### config.mk
export PLATFORM = sky130hd
export DESIGN_NAME = spi_slave_sync
export DESIGN_NICKNAME = d
export VERILOG_FILES = /design/src/rtl/spi_slave_sync.sv
export SDC_FILE = /design/constraint.sdc
export NUM_CORES = 1
export LEC_CHECK = 0
export BUFFER_PORTS_ARGS = -buffer_cell sky130_fd_sc_hd__buf_2
export CAP_MARGIN = 5
export CELL_PAD_IN_SITES_DETAIL_PLACEMENT = 1
export CELL_PAD_IN_SITES_GLOBAL_PLACEMENT = 2
export CORE_MARGIN = 1
export CORE_UTILIZATION = 41
export CTS_CLUSTER_SIZE = 25
export DETAILED_ROUTE_END_ITERATION = 7
export GPL_ROUTABILITY_DRIVEN = 0
export HOLD_SLACK_MARGIN = 0.06
export MAX_ROUTING_LAYER = met4
export PLACE_DENSITY_LB_ADDON = 0.1
export REMOVE_ABC_BUFFERS = 1
export SLEW_MARGIN = 20
export SYNTH_ARGS = -nofsm -noshare
export SYNTH_HDL_FRONTEND = slang
export SYNTH_SLANG_ARGS = --single-unit
### constraint.sdc
create_clock -name clk -period 5.1 [get_ports clk]
set_input_delay 0.51 -clock clk [delete_from_list [all_inputs] [get_ports clk]]
set_output_delay 0.51 -clock clk [all_outputs]
set_load 0.005 [all_outputs]
### src/rtl/spi_slave_sync.sv
// spi_slave_sync: SPI slave with all SPI-side inputs synchronised into clk.
//   clk, rst_n        : system clock, asynchronous active-low reset
//   mode              : {CPOL, CPHA}, captured only while deselected
//   sclk, ss_n, mosi  : SPI master signals (asynchronous to clk)
//   miso, miso_oe     : serial data out and its tri-state enable
//   tx_data/valid/ready : one-word TX holding register handshake
//   rx_data/valid/ready : last received word handshake
// Build option: SPI_SLAVE_SYNC_OVERRUN_EN adds rx_overrun. A word completing
// while the previous one is unread then overwrites rx_data. Without the option
// the new word is dropped and the old rx_data is kept.
module spi_slave_sync #(
  parameter int unsigned BITS        = 8,
  parameter int unsigned LSB_FIRST   = 0,
  parameter int unsigned SYNC_STAGES = 2
) (
  input  logic            clk,
  input  logic            rst_n,
  input  logic [1:0]      mode,
  input  logic            sclk,
  input  logic            ss_n,
  input  logic            mosi,
  output logic            miso,
  output logic            miso_oe,
  input  logic [BITS-1:0] tx_data,
  input  logic            tx_valid,
  output logic            tx_ready,
  output logic [BITS-1:0] rx_data,
  output logic            rx_valid,
`ifdef SPI_SLAVE_SYNC_OVERRUN_EN
  output logic            rx_overrun,
`endif
  input  logic            rx_ready
);

  localparam int unsigned CW = (BITS > 1) ? $clog2(BITS) : 1;

  logic [SYNC_STAGES-1:0] sclk_sync, ss_sync, mosi_sync;
  logic            sclk_s, ss_s, mosi_s;
  logic            sclk_q, ss_q;
  logic [1:0]      mode_q;
  logic [CW-1:0]   cnt;
  logic [BITS-1:0] rx_shift, rx_next;
  logic [BITS-1:0] tx_shift, hold, load_word;
  logic            hold_full, miso_q;
  logic            selected, ss_fall, rise, fall;
  logic            leading, trailing, sample_edge, shift_edge, last_bit, word_start;

  function automatic logic [BITS-1:0] shift_out(input logic [BITS-1:0] w);
    return (LSB_FIRST != 0) ? (w >> 1) : (w << 1);
  endfunction

  function automatic logic out_bit(input logic [BITS-1:0] w);
    return (LSB_FIRST != 0) ? w[0] : w[BITS-1];
  endfunction

  function automatic logic [BITS-1:0] shift_in(input logic [BITS-1:0] r, input logic b);
    return (LSB_FIRST != 0) ? {b, r[BITS-1:1]} : {r[BITS-2:0], b};
  endfunction

  always_ff @(posedge clk or negedge rst_n) begin
    if (!rst_n) begin
      sclk_sync <= '0;
      ss_sync   <= '1;
      mosi_sync <= '0;
    end else begin
      sclk_sync <= {sclk_sync[SYNC_STAGES-2:0], sclk};
      ss_sync   <= {ss_sync[SYNC_STAGES-2:0], ss_n};
      mosi_sync <= {mosi_sync[SYNC_STAGES-2:0], mosi};
    end
  end

  always_comb begin
    sclk_s      = sclk_sync[SYNC_STAGES-1];
    ss_s        = ss_sync[SYNC_STAGES-1];
    mosi_s      = mosi_sync[SYNC_STAGES-1];
    selected    = ~ss_s;
    ss_fall     = ss_q & ~ss_s;
    rise        = sclk_s & ~sclk_q;
    fall        = ~sclk_s & sclk_q;
    leading     = mode_q[1] ? fall : rise;
    trailing    = mode_q[1] ? rise : fall;
    sample_edge = selected & (mode_q[0] ? trailing : leading);
    shift_edge  = selected & (mode_q[0] ? leading : trailing);
    last_bit    = (cnt == CW'(BITS - 1));
    word_start  = selected & (ss_fall | (sample_edge & last_bit));
    rx_next     = shift_in(rx_shift, mosi_s);
    load_word   = hold_full ? hold : '0;
  end

  assign tx_ready = ~hold_full;
  assign miso_oe  = ~ss_s;
  assign miso     = miso_oe & miso_q;

  always_ff @(posedge clk or negedge rst_n) begin
    if (!rst_n) begin
      sclk_q    <= 1'b0;
      ss_q      <= 1'b1;
      mode_q    <= 2'b00;
      cnt       <= '0;
      rx_shift  <= '0;
      rx_data   <= '0;
      rx_valid  <= 1'b0;
      tx_shift  <= '0;
      hold      <= '0;
      hold_full <= 1'b0;
      miso_q    <= 1'b0;
`ifdef SPI_SLAVE_SYNC_OVERRUN_EN
      rx_overrun <= 1'b0;
`endif
    end else begin
      sclk_q <= sclk_s;
      ss_q   <= ss_s;
      if (ss_s) mode_q <= mode;
`ifdef SPI_SLAVE_SYNC_OVERRUN_EN
      rx_overrun <= 1'b0;
`endif
      if (rx_valid && rx_ready) rx_valid <= 1'b0;
      if (tx_valid && !hold_full) begin
        hold      <= tx_data;
        hold_full <= 1'b1;
      end

      if (!selected) begin
        cnt      <= '0;
        rx_shift <= '0;
        tx_shift <= '0;
        miso_q   <= 1'b0;
      end else begin
        if (sample_edge) begin
          rx_shift <= rx_next;
          if (last_bit) begin
            cnt <= '0;
`ifdef SPI_SLAVE_SYNC_OVERRUN_EN
            rx_data  <= rx_next;
            rx_valid <= 1'b1;
            if (rx_valid && !rx_ready) rx_overrun <= 1'b1;
`else
            if (!rx_valid || rx_ready) begin
              rx_data  <= rx_next;
              rx_valid <= 1'b1;
            end
`endif
          end else begin
            cnt <= cnt + CW'(1);
          end
        end

        // CPHA=0 presents the first bit at word start, so the trailing edge
        // right after a wrap (cnt==0) must not shift. CPHA=1 presents every
        // bit, including the first, on a leading edge.
        if (word_start) begin
          if (hold_full) hold_full <= 1'b0;
          if (!mode_q[0]) begin
            miso_q   <= out_bit(load_word);
            tx_shift <= shift_out(load_word);
          end else begin
            tx_shift <= load_word;
          end
        end else if (shift_edge && (mode_q[0] || cnt != '0)) begin
          miso_q   <= out_bit(tx_shift);
          tx_shift <= shift_out(tx_shift);
        end
      end
    end
  end

endmodule

==> flow_summary.toml, run 1 <==
[grt]
grt.total_usage_pct = 17.7
grt_pass1_wl_mm = 6.71
grt_overflow = 0
grt_pass1_vias = 1340
grt_max_degree = 48
antenna_found_initial = 0

[worst_setup_path]
crit_slowest_cell = "a21o_1"
worstPathCellList = "ha_1 -> ha_1 -> nor4bb_1 -> mux2_2 -> a21o_1 -> mux2i_1 -> o2bb2ai_1"
crit_type = "flip-flop to flip-flop"
path_max_fanout = 10
crit_top_cell = "ha_1"
cpPeakStageDelay_ps = 410
critical_path_buf_inv_count = 0
start_kind = "flip-flop"
cp_top_family = "multiplexers"
crit_required_ps = 5290
worst_setup_path_end_kind = "flip-flop"
crit_arrival_ps = 2400

[placed_design]
dpl.hpwl_mm = 2.73
io_buffer_count = 28
dpl_cell_area_um2 = 2210

[hold_path]
hp-class = "primary input to asynchronous set/reset pin"

[route]
num_vias = 1265
wl_per_cell_um = 15.6
routed_via_density = 5.10
antenna_left = 0
met1Wirelength_mm = 1.95
met3_length_um = 118
first_iter_violations = 63
drcViolationCount = 0
routed_wl_mm = 3.87
routed.top_layer = "met4"
met2_length_mm = 1.74
dr.pass1.iters = 4

[synth]
synth_seq_cells = 47
post_synth.cell_area_avg_um2 = 13.3
ys_warn_count = 0
syn_inst = 151
syn_area_um2 = 2010
ys_seq_area_share_pct = 58.6
synth_cell_types = 28

[sta]
setup-tns-final_ps = 0
hold_viol = 0
finClkSkew_ps = 6.90
period_share_pct = 43.4
fmax_ghz = 0.452
worst_slew_margin_rel_pct = 50.8
setup_viol = 0
worstMarginPinSlew_ps = 735
drv_slew = 0
rsz0062_at_grt = "false"
min_period_ps = 2210

[die]
ios = 29
dieArea_um2 = 5200
row_count = 25
initial_core_util_pct = 42.6
dieHeight_um = 72.1
die_w_um = 72.1
core_area_um2 = 4720

[clock_network]
clkTransAtPathRegs_ps = 90
cts_made_buffers = 5
cts_tree = "done"
htree_levels = 2
clkSinkCount = 47
cts_resized = 0
cts_setup_buffers = 0
hold_buffers = 0
clk_latency_ps = 300
clock_path_buffers = 2
cts-root-buf = "clkbuf_8"

[final_layout]
area_growth_pct = 14.5
finalNetCount = 200
fillers = 500
fin_area_um2 = 2310
n_antenna_cell = 0
final_layout_size_suffix_gt1_share_pct = 32.6

[power_and_ir_drop]
power_uw = 796
power.density_nw_per_um2 = 345
p_leak_nw = 1.11
ir_worst_vdd_v = 0.000168

[run_status]
status = "complete, no violations"

[run]
cap_violations = 0
placed cells by master (no fill, tap or decap), types with 2 or more instances in the layout:
cell	n
buf_2	27
mux2i_1	16
nor2_1	10
inv_1	4
o2bb2ai_1	8
nor2b_1	2
a22o_1	11
mux2_2	19
and2_1	2
clkinv_4	2
clkbuf_8	5
dfrtp_1	44
ha_1	3
nand2b_1	4
dfstp_2	3
nand2_1	6
nor4bb_1	2
layout make-up:
| class | count | area [um^2] | share of cell area, % |
|---|---|---|---|
| clock buffers | 6 | 72.6 | 3.15 |
| clock inverters | 2 | 17.5 | 0.760 |
| inverters | 5 | 18.8 | 0.814 |
| multi-input cells | 93 | 791 | 34.3 |
| flip-flops and latches | 47 | 1180 | 51.2 |
| well taps | 67 | 83.8 | 3.64 |
| repair buffers | 28 | 143 | 6.19 |
worst register-to-register path: stages (launching register included):
cell,delay [ps]
dfrtp_1,400
ha_1,170
ha_1,190
nor4bb_1,330
mux2_2,260
a21o_1,410
mux2i_1,250
o2bb2ai_1,100
report_power, final:
group	total [mW]	internal [mW]	switching (mW)
clock	0.229	0.0986	0.130
combinational	0.122	0.0617	0.0605
sequential	0.445	0.410	0.0345
total	0.796	0.571	0.225
final timing paths:
kind | startpoint | endpoint | slack [ps] | cells after the start
setup / recovery | cnt[0] | tx_shift[2] | 2890 | 7
hold / removal | rst_n | sclk_sync[0] | 200 | 1
setup reg to reg | cnt[0] | tx_shift[2] | 2890 | 7
hold reg to reg | sclk_sync[0] | sclk_sync[1] | 360 | 0
max in group asynchronous | rst_n | cnt[1] | 4510 | 1
min in group clk | ss_n | ss_sync[0] | 300 | 1
logic make-up (layout without fill, tap and decap cells):
group | Yosys count | in the layout | share of synthesized area [%]
flip-flops | 47 | 47 | 58.6
multiplexers | 35 | 35 | 18.6
AND/OR/NAND/NOR | 30 | 30 | 8.14
AO/OA/AOI/OAI | 24 | 24 | 10.2
buffers and inverters | 11 | 41 | 2.17
adder cells (fa/ha/maj) | 3 | 3 | 1.86
XOR/XNOR | 1 | 1 | 0.435
through the flow:
stage	setup slack [ps]	cells	hold WS, ps	utilization [%]
floorplan	3100	145	214	-
global placement	2970	240	338	46.9
detailed placement	2870	240	339	46.9
CTS	2840	248	288	48.8
global route	2600	248	244	48.8
finish	2890	248	201	48.8
routing by layer:
| layer | global-route usage (%) | vias to the layer above |
|---|---|---|
| met1 | 24.6 | 626 |
| li1 | - | 605 |
| met5 | - | - |
| met3 | 4.17 | 7 |
| met2 | 25.2 | 27 |
| met4 | 6.54 | 0 |
state kept, by name (all words and copies together) (netlist names):
signal,cells
cnt,3
miso_q,1
ss_sync,2
rx_data,8
tx_shift,8
sclk_sync,2
hold_full,1
sclk_q,1
hold,8
rx_shift,7
ss_q,1
rx_valid,1
mosi_sync,2
mode_q,2
Yosys cell counts:
| cell | n | area share (%) |
|---|---|---|
| a21o_1 | 1 | 0.37 |
| mux2_2 | 19 | 11 |
| o21ai_0 | 1 | 0.25 |
| buf_2 | 2 | 0.50 |
| dfstp_2 | 3 | 3.9 |
| nor2_4 | 1 | 0.56 |
| mux2i_1 | 16 | 8.0 |
| clkbuf_1 | 3 | 0.56 |
| dfrtp_1 | 44 | 55 |
| inv_1 | 4 | 0.75 |
| o2bb2ai_1 | 8 | 3.5 |
| nor2_1 | 10 | 1.9 |
| a221oi_1 | 1 | 0.43 |
| nand2b_1 | 4 | 1.2 |
| nor4bb_1 | 2 | 0.99 |
| o21bai_1 | 1 | 0.37 |
| clkinv_1 | 1 | 0.19 |
| or3b_2 | 1 | 0.43 |
| nand3b_1 | 1 | 0.37 |
| nand2_1 | 6 | 1.1 |
| xnor2_1 | 1 | 0.43 |
| and3_1 | 1 | 0.31 |
| buf_1 | 1 | 0.19 |
| nor2b_1 | 2 | 0.62 |
| a2111o_1 | 1 | 0.56 |
| and2_1 | 2 | 0.62 |
| a22o_1 | 11 | 4.8 |
| ha_1 | 3 | 1.9 |
Power figures use the tool's default switching activity.
==> run 2, diff against run 1 <==
--- a/config.mk
+++ b/config.mk
@@ -5,12 +5,13 @@
 export SDC_FILE = /design/constraint.sdc
 export NUM_CORES = 1
 export LEC_CHECK = 0
+export ABC_AREA = 1
 export BUFFER_PORTS_ARGS = -buffer_cell sky130_fd_sc_hd__buf_2
 export CAP_MARGIN = 5
 export CELL_PAD_IN_SITES_DETAIL_PLACEMENT = 1
 export CELL_PAD_IN_SITES_GLOBAL_PLACEMENT = 2
 export CORE_MARGIN = 1
-export CORE_UTILIZATION = 41
+export CORE_UTILIZATION = 33
 export CTS_CLUSTER_SIZE = 25
 export DETAILED_ROUTE_END_ITERATION = 7
 export GPL_ROUTABILITY_DRIVEN = 0
==> constraint.sdc (replaced) <==
create_clock -name clk -period 1.8 [get_ports clk]
set_input_delay 0.18 -clock clk [delete_from_list [all_inputs] [get_ports clk]]
set_output_delay 0.18 -clock clk [all_outputs]
set_load 0.005 [all_outputs]
==> run 2 against run 1 <==
Against the previous run:
- the run now ends with design-rule violations left
- power increased to 3.0 times the previous value
- register-to-register slack got worse by 2700 ps
- area after synthesis increased by 11%
- final cell count increased by 34%
- sequential cell count unchanged
- critical path type unchanged
- worst setup slack got worse by 2700 ps
- clock skew increased by 5.5 ps
- wire length increased by 18%
- non-clock buffer count increased by 9
- first-iteration DRC count decreased by 11%
- fmax increased by 38%
- clock-buffer cell count decreased by 1
==> flow_summary.toml, run 2 <==
[synth]
yosysMostFrequentCell = "nand2_1"
synthAdderAreaFrac_pct = 1.68
synth_compound_area_share_pct = 8.29
synth_largest_area_cell = "dfrtp_1"
ys_warn_count = 0
synth_cell_types = 26
synth.top_cell.area_share_pct = 49.3
synth_top_family_by_area = "simple AND/OR/NAND/NOR gates"
synth_mux_area_share_pct = 4.03
synth-xor-area-share_pct = 0
syn_inst = 219
post_synth.cell_area_avg_um2 = 10.2
syn_area_um2 = 2230
netlist_top_cells_count = "60 x nand2_1, 44 x dfrtp_1, 18 x inv_1, 14 x nand4_1, 9 x o21ai_2"
synth_edf_count = 0
synth_seq_cells = 47
synth_ff_type = "dfrtp_1"
synthSimpleGateAreaFrac_pct = 26.3
ys_seq_area_share_pct = 52.8
async_flop_share_pct = 100
synthTopCellsByArea = "dfrtp_1 49%, nand2_1 10%, mux2_2 4.0%"

[grt]
grt.total_usage_pct = 15.0
grt_overflow = 0
grt_pass1_vias = 1690
antenna_found_initial = 0
grt_pass1_wl_mm = 8.16
grt_max_degree = 48

[clock_network]
cts-root-buf = "clkbuf_8"
htree_levels = 2
clock_path_buffers = 2
cts_made_buffers = 5
clk_latency_ps = 310
cts_resized = 0
cts_setup_buffers = 0
clkSinkCount = 47
cts_tree = "done"
clkTransAtPathRegs_ps = 110

[final_layout]
final_layout_size_suffix_gt1_share_pct = 32.8
top_regs = "hold (8), rx_data (8), tx_shift (8)"
finalNetCount = 275
final_common_cell = "nand2_1"
n_antenna_cell = 0
fillers = 745
final_cell_mix = "60 x nand2_1, 44 x dfrtp_1, 28 x buf_2"
area_growth_pct = 15.8

[sta]
rsz0062_at_grt = "false"
fmax_ghz = 0.622
period_share_pct = 89.2
worst_slew_margin_rel_pct = 59.3
drv_slew = 0
finClkSkew_ps = 12.4
min_period_ps = 1610
hold_viol = 0
setup-tns-final_ps = 0
whs_ps = 85.4
worstMarginPinSlew_ps = 607
setup_viol = 0

[route]
num_vias = 1612
antenna_left = 0
drcViolationCount = 4
routed_via_density = 4.84
dr.pass1.iters = 6
first_iter_violations = 56
wl_per_cell_um = 13.7
routed_wl_mm = 4.58

[power_and_ir_drop]
power.density_nw_per_um2 = 929
ir_worst_vdd_v = 0.000341
p_leak_nw = 1.28

[worst_setup_path]
worst_setup_path_end_kind = "flip-flop"
crit_arrival_ps = 1800
crit_required_ps = 2000
start_kind = "flip-flop"
crit_type = "flip-flop to flip-flop"
path_max_fanout = 13

[die]
initial_core_util_pct = 34.6
row_count = 29
dieHeight_um = 84.3
ios = 29
dieArea_um2 = 7100
core_area_um2 = 6460
die_w_um = 84.3

[run_status]
status = "finished with violations"
violations = "design-rule violations"

[placed_design]
io_buffer_count = 28
dpl.hpwl_mm = 3.16

[run]
cap_violations = 0

[hold_path]
hp-class = "primary input to flip-flop"
run 2: changes by cell type after synthesis, sizes merged, moves of 5 or more:
cell	previous run	this run
mux2	19	8
inv	4	22
nand3	0	12
o2bb2ai	8	0
a22o	11	0
nand2	6	69
buf	3	8
nand4	0	15
o21ai	1	16
mux2i	16	0
o22ai	0	8
nand3b	1	6
nor2	11	4
run 2: per-layer routing:
layer  global-route usage [%]  up-vias  wire [um]  share of wire, %
li1                         -      796          -                 -
met1                     18.8      792       2180                48
met2                     24.9       19       2240                49
met3                     2.65        5        114               2.5
met4                     4.55        0         42              0.92
met5                        -        -          0                 0
run 2: repair_timing:
item | 4_1_cts | 5_1_grt
endpoints found under the hold margin | 47 | 0
endpoints found under the setup margin | 0 | 0
hold buffers | 4 | 0
run 2: path summary, 6_finish.rpt:
kind	startpoint	endpoint	slack, ps	cells past startpoint
worst max register to register	cnt[0]	tx_shift[2]	190	7
min in group asynchronous	rst_n	rx_data[6]	380	3
worst min register to register	sclk_sync[0]	sclk_sync[1]	360	0
worst max-delay path	cnt[0]	tx_shift[2]	190	7
worst min-delay path	mode[0]	mode_q[0]	90	3
max in group asynchronous	rst_n	ss_sync[1]	1130	3
run 2: cells by family (layout without fill, tap and decap cells):
logic type,Yosys count,count (layout)
adders and majority gates,3,3
AOI/OAI and AO/OA,25,25
muxes,8,8
DFF,47,47
buffers and inverters,30,67
and+or+nand+nor,106,106
run 2: final cells by class:
| cell class | count | area [um^2] | share of cell area (%) |
|---|---|---|---|
| inverter | 22 | 82.6 | 3.19 |
| timing repair buffer | 37 | 230 | 8.90 |
| clock buffer | 5 | 68.8 | 2.66 |
| sequential | 47 | 1180 | 45.6 |
| tap | 77 | 96.3 | 3.73 |
| clock inverter | 3 | 28.8 | 1.11 |
| multi-input combinational | 142 | 900 | 34.8 |
run 2: worst max-delay path: stages (launching register included):
cell      delay [ps]
dfrtp_1          410
ha_1             200
ha_1             260
nand4_4          180
buf_4            220
nand3b_1          90
nand4_1           90
nand2_1           60
run 2: where the power goes:
| group | leakage [nW] | switching [mW] | total (mW) | internal [mW] |
|---|---|---|---|---|
| combinational | 0.622 | 0.256 | 0.448 | 0.192 |
| clock | 0.0511 | 0.413 | 0.707 | 0.294 |
| sequential | 0.604 | 0.0745 | 1.25 | 1.17 |
run 2: through the flow:
step | setup WS [ps] | util [%] | instance area [um^2] | power, mW | instances
6_report | 194 | 40.0 | 2590 | 2.40 | 333
5_1_grt | 66.3 | 40.0 | 2590 | 2.56 | 333
2_1_floorplan | 247 | - | 2160 | 1.57 | 211
3_5_place_dp | 206 | 37.9 | 2450 | 1.73 | 321
4_1_cts | 173 | 40.0 | 2590 | 2.45 | 333
3_3_place_gp | 242 | 37.9 | 2450 | 1.72 | 321
